`config.mk`:
```
export PLATFORM = sky130hd
export DESIGN_NAME = uart_tx_arbiter
export DESIGN_NICKNAME = d
export VERILOG_FILES = /design/src/rtl/uart_pkg.sv /design/src/rtl/rr_arbiter.sv /design/src/rtl/uart_tx_arbiter.sv
export SDC_FILE = /design/constraint.sdc
export NUM_CORES = 1
export LEC_CHECK = 0
export ABC_AREA = 1
export BUFFER_PORTS_ARGS = -buffer_cell sky130_fd_sc_hd__clkbuf_2
export CAP_MARGIN = 25
export CORE_ASPECT_RATIO = 1.25
export CORE_MARGIN = 3
export CORE_UTILIZATION = 34
export CTS_BUF_LIST = sky130_fd_sc_hd__clkbuf_16
export DETAILED_ROUTE_END_ITERATION = 8
export RECOVER_POWER = 50
export SLEW_MARGIN = 20
export SYNTH_ARGS = -nofsm -noshare
export SYNTH_HDL_FRONTEND = slang
export SYNTH_SLANG_ARGS = --single-unit
export TNS_END_PERCENT = 30
```
`constraint.sdc`:
```
create_clock -name clk -period 2.1 [get_ports clk]
set_input_delay 0.21 -clock clk [delete_from_list [all_inputs] [get_ports clk]]
set_output_delay 0.21 -clock clk [all_outputs]
set_load 0.02 [all_outputs]
```
`src/rtl/uart_pkg.sv`:
```
// Shared types and constants for the UART TX arbiter.
// Holds the arbiter FSM state encoding, the default TX register address and the byte width.
package uart_pkg;

  typedef enum logic [1:0] {
    IDLE = 2'd0,
    LOAD = 2'd1,
    WAIT = 2'd2,
    DONE = 2'd3
  } state_t;

  localparam logic [2:0] UART_TX_ADDR_DEF = 3'b100;
  localparam int         BYTE_W           = 8;

endpackage

```
`src/rtl/rr_arbiter.sv`:
```
// Round-robin pick: the first asserted request at or above pointer, wrapping past N_REQ-1 to 0.
// Latency: purely combinational. Backpressure: none; the caller samples idx/valid when it is ready.
module rr_arbiter #(
  parameter int N_REQ = 4,
  parameter int IDX_W = $clog2(N_REQ)
) (
  input  logic [N_REQ-1:0] req,
  input  logic [IDX_W-1:0] pointer,
  output logic [IDX_W-1:0] idx,
  output logic             valid
);

  int cand;

  always_comb begin
    idx   = '0;
    valid = 1'b0;
    cand  = 0;
    for (int i = 0; i < N_REQ; i++) begin
      cand = int'(pointer) + i;
      if (cand >= N_REQ) cand = cand - N_REQ;
      if (!valid && req[IDX_W'(cand)]) begin
        valid = 1'b1;
        idx   = IDX_W'(cand);
      end
    end
  end

endmodule

```
`src/rtl/uart_tx_arbiter.sv`:
```
// Round-robin share of one UART transmitter between N_REQ byte producers, with a tx_done watchdog.
// Latency: req sampled in IDLE -> uart_wr/gnt next cycle. Backpressure: requesters hold req until gnt.
module uart_tx_arbiter
  import uart_pkg::*;
#(
  parameter int         N_REQ        = 4,
  parameter logic [2:0] UART_TX_ADDR = UART_TX_ADDR_DEF,
  parameter int         TIMEOUT_CYC  = 2048
) (
  input  logic                      clk,
  input  logic                      rst,
  input  logic [N_REQ-1:0]          req,
  input  logic [BYTE_W*N_REQ-1:0]   req_data,
  output logic [N_REQ-1:0]          gnt,
  output logic [N_REQ-1:0]          done,
  output logic [BYTE_W-1:0]         uart_data,
  output logic [2:0]                uart_addr,
  output logic                      uart_wr,
  input  logic                      tx_done,
  output logic                      busy,
  output logic                      timeout_err
);

  localparam int               IDX_W   = $clog2(N_REQ);
  localparam int               WD_W    = $clog2(TIMEOUT_CYC);
  localparam logic [WD_W-1:0]  WD_LAST = WD_W'(TIMEOUT_CYC - 1);

  state_t             state;
  logic [IDX_W-1:0]   pointer;
  logic [IDX_W-1:0]   idx;
  logic [WD_W-1:0]    watchdog;

  logic [IDX_W-1:0]   arb_idx;
  logic               arb_vld;
  logic [BYTE_W-1:0]  sel_byte;
  logic [N_REQ-1:0]   arb_onehot;
  logic [N_REQ-1:0]   idx_onehot;
  logic [IDX_W-1:0]   next_ptr;

  rr_arbiter #(
    .N_REQ (N_REQ),
    .IDX_W (IDX_W)
  ) u_rr (
    .req     (req),
    .pointer (pointer),
    .idx     (arb_idx),
    .valid   (arb_vld)
  );

  always_comb begin
    sel_byte = '0;
    for (int i = 0; i < N_REQ; i++) begin
      if (arb_idx == IDX_W'(i)) sel_byte = req_data[BYTE_W*i +: BYTE_W];
    end
  end

  assign arb_onehot = N_REQ'(1) << arb_idx;
  assign idx_onehot = N_REQ'(1) << idx;
  // The requester just served drops to lowest priority for the next round.
  assign next_ptr   = (idx == IDX_W'(N_REQ - 1)) ? '0 : idx + 1'b1;

  always_ff @(posedge clk or posedge rst) begin
    if (rst) begin
      state       <= IDLE;
      pointer     <= '0;
      idx         <= '0;
      watchdog    <= '0;
      gnt         <= '0;
      done        <= '0;
      uart_data   <= '0;
      uart_addr   <= 3'b000;
      uart_wr     <= 1'b0;
      busy        <= 1'b0;
      timeout_err <= 1'b0;
    end else begin
      gnt         <= '0;
      done        <= '0;
      uart_wr     <= 1'b0;
      uart_addr   <= 3'b000;
      timeout_err <= 1'b0;
      case (state)
        IDLE: begin
          if (arb_vld) begin
            state     <= LOAD;
            idx       <= arb_idx;
            uart_data <= sel_byte;
            uart_wr   <= 1'b1;
            uart_addr <= UART_TX_ADDR;
            gnt       <= arb_onehot;
            busy      <= 1'b1;
          end
        end
        LOAD: begin
          state    <= WAIT;
          watchdog <= '0;
        end
        WAIT: begin
          // tx_done takes precedence over a watchdog expiring in the same cycle.
          if (tx_done) begin
            state   <= DONE;
            done    <= idx_onehot;
            pointer <= next_ptr;
          end else if (watchdog == WD_LAST) begin
            state       <= IDLE;
            timeout_err <= 1'b1;
            pointer     <= next_ptr;
            busy        <= 1'b0;
          end else begin
            watchdog <= watchdog + 1'b1;
          end
        end
        DONE: begin
          state <= IDLE;
          busy  <= 1'b0;
        end
        default: begin
          state <= IDLE;
          busy  <= 1'b0;
        end
      endcase
    end
  end

endmodule

```
==> summary.txt <==
Worst setup path
  – Kind of critical path: flop to flop
  – Worst path required time: 2.27 ns
  – Crit path launch type: flop
  – Nature of the critical path endpoint: flop
  – Crit-path max FO: 18
  – CP arrival: 2.08 ns

Layout
  – Nets: 417
  – Share of cells above drive strength 1: 30.9%
  – Layout area overhead: 22.5%
  – Diode count: 0

Drt
  – Vias: 2087
  – Initial DRC Count: 122
  – Post-route antenna net violation count: 0
  – Pre-antenna DRT Iters: 4
  – Final wirelength: 5.15 mm
  – Wire per inst: 11.3 um
  – DR vias/cell: 4.58
  – DRC Markers: 0

GRT
  – M3 GR Usage: 2.81%
  – Initial antenna violation count: 0
  – Global route overflow: 0
  – Tot GR Track Use: 13.8%
  – Largest net degree at the start of global routing: 37
  – First-pass GRT wire length: 8.80 mm
  – Vias in the first global route: 2071
  – Grt met1 use: 16.4%
  – Busiest layer in global routing: met2
  – Met2 usage: 24.2%

Synthesis
  – Main combinational cell family by area after synthesis: simple AND/OR/NAND/NOR gates
  – Largest area contributor in the netlist: dfrtp_1
  – XOR/XNOR Fraction of Synth Area: 0.736%
  – Synth unique cells: 37
  – Synth top area share: 37.9%
  – Seq/Total Area, Yosys: 37.9%
  – Mux cell area share after synthesis: 0%
  – Top cells by area, synth: dfrtp_1 (38%), nand2_1 (14%), ha_1 (5.3%)
  – Synth Area in Simple Gates: 39.0%
  – Synth Area in Compound Gates: 8.26%
  – #FFs+latches synth: 36
  – Synth Warn #: 0
  – Post-Syn Instances: 303
  – Synthesized area per cell: 7.85 um^2
  – Adder-cell share of the synthesized area: 5.26%
  – Mapped Area: 0.00238 mm^2

STA
  – Slew HR: 40.5%
  – Fmax achieved: 523 MHz
  – Setup ws final: 0.186 ns
  – Slew @ Worst Pin: 0.893 ns
  – RSZ-0062 raised after global routing: false
  – Final Hold Fails: 0
  – Worst clock skew: 0.00510 ns
  – Fin crit period: 1.91 ns
  – TNS Setup: 0 ns
  – Final slew viol count: 0
  – Endpoints failing setup: 0
  – Fin crit share: 91.1%

Clocking
  – Clock Path Buffers: 2
  – # Post-CTS Setup Buffers: 0
  – Clk slew on worst S/H paths: 0.06 ns
  – CTS root buf: clkbuf_16
  – CTS buffer count: 5
  – Htree depth: 2
  – CTS tree: done
  – Clock Latency Late Sink: 0.28 ns
  – Sink Count: 36

Floorplanning
  – # IOs: 61
  – Initial Utilization: 35.6%
  – Core area: 0.00669 mm^2
  – Row count: 33
  – DIE AREA: 0.00804 mm^2
  – Die W: 80.8 um
  – Die span in y: 99.5 um

Pwr
  – Leak Pwr: 1.54 nW
  – Pwr dens: 1610 mW/mm^2
  – Maximum VDD drop: 0.825 mV

Flow run
  – Max-cap violations: 0

Placement
  – Place WS: 0.105 ns
  – Routability cong.: 0.831
  – Post-DP HPWL: 4.05 mm
  – Port Buffer Count: 58

Hold path
  – Hold Crit Class: input port to flop

Run status
  – Status: finished, final reports clean
cells in the mapped netlist:
cell      number
a22oi_1        3
xor2_1         2
nand4_1        2
inv_2          3
nor2_1        27
nand4_2        1
o22ai_1        2
nand3_2       11
nor2_2         9
o31ai_1        1
nand3_4        1
a21oi_2        1
nand2_2       13
a31oi_1        1
nand3_1       13
buf_12         1
nand2b_1       1
nand2_4        2
nor2_4         4
buf_6          2
conb_1         1
nand2_1       86
o21ai_0       12
nand3b_1       1
dfrtp_1       36
or2_2          1
nor2_8         1
o21a_1         1
nor3_1         4
o21ai_1        2
buf_4          4
clkbuf_1       1
ha_1          10
a21oi_1        7
nand2_8        1
o21ai_2        3
inv_1         32
power breakdown:
group	leakage (nW)	internal (mW)	switching, mW
combinational	0.990	0.963	1.86
sequential	0.467	0.915	0.153
clock	0.0789	0.551	0.264
total	1.54	2.43	2.27
flip-flops by register name (all words and copies together) (netlist names):
name,count
timeout_err,1
uart_addr,1
state,2
idx,2
done,4
watchdog,11
gnt,4
busy,1
pointer,2
uart_data,8
area by class of cell:
class                           count  area, um^2
Clock inverter                      3        37.5
Sequential cell                    36         902
Inverter                           35         136
Fill cell                         688        3780
Clock buffer                        5         125
Timing Repair Buffer               65         329
Multi-Input combinational cell    225        1270
Tap cell                           87         109
stage by stage:
stage,cells,hold slack [ns],utilization (%),power (mW),cell area (um^2)
floorplan,304,0.291,-,3.42,2380
global placement,448,0.328,41.2,3.90,2760
detailed placement,448,0.325,41.2,3.93,2760
CTS,456,0.0299,43.7,4.76,2920
global route,456,0.167,43.5,5.14,2910
finish,456,0.153,43.5,4.70,2910
placed cells by master (no fill, tap or decap), types with 2 or more instances in the layout:
| master | count |
|---|---|
| o21ai_2 | 3 |
| nor3_1 | 4 |
| nand2_1 | 86 |
| nor2_4 | 4 |
| o21ai_0 | 11 |
| nand2_2 | 13 |
| a22oi_1 | 3 |
| clkbuf_1 | 9 |
| dfrtp_1 | 35 |
| inv_4 | 2 |
| nand3_2 | 11 |
| nand4_1 | 2 |
| ha_1 | 10 |
| clkbuf_2 | 50 |
| xor2_1 | 2 |
| o22ai_1 | 2 |
| a21oi_1 | 7 |
| conb_1 | 2 |
| nor2_2 | 9 |
| o21ai_1 | 3 |
| nand3_1 | 13 |
| clkbuf_16 | 5 |
| inv_1 | 32 |
| clkinv_1 | 2 |
| buf_4 | 6 |
| nor2_1 | 27 |
| nand2_4 | 2 |
worst max-delay path, cell delays in order, from the launching register on:
cell     delay (ns)
dfrtp_2        0.47
inv_4          0.13
nand2_1        0.09
nand3_1        0.11
nand2_2        0.09
nor2_4         0.14
nand3_2        0.09
nand2_4        0.10
nand2_8        0.13
nor2_8         0.16
nand2_1        0.06
nand2_1        0.05
nand2_1        0.05
nand2_1        0.06
nand2_1        0.05
layer usage:
| metal | up-vias | part of all wire (%) | wire (um) |
|---|---|---|---|
| met2 | 54 | 50 | 2580 |
| met3 | 9 | 3.9 | 203 |
| li1 | 1082 | - | - |
| met4 | 0 | 2.0 | 104 |
| met1 | 942 | 44 | 2270 |
| met5 | - | 0 | 0 |
kinds of logic after synthesis:
family / after synthesis
and+or+nand+nor: 178
buffers and inverters: 43
DFF: 36
AOI/OAI and AO/OA: 33
adders and majority gates: 10
xor gates and xnor gates: 2
other: 1
timing repair:
action	4_1_cts	5_1_grt
hold buffers	0	0
hold endpoints to repair	0	0
setup endpoints to repair	0	8
resized for setup	0	5
final timing paths:
check,slack [ns],start,endpoint,cells after the start
worst min register to register,0.49,busy,busy,2
min in group asynchronous,0.18,rst,uart_data[3],3
worst max register to register,0.19,pointer[0],uart_data[7],14
worst max-delay path,0.19,pointer[0],uart_data[7],14
max in group asynchronous,1.31,rst,pointer[0],3
worst min-delay path,0.15,req_data[26],uart_data[2],3
Note: power is estimated with default switching activity, not from simulation.
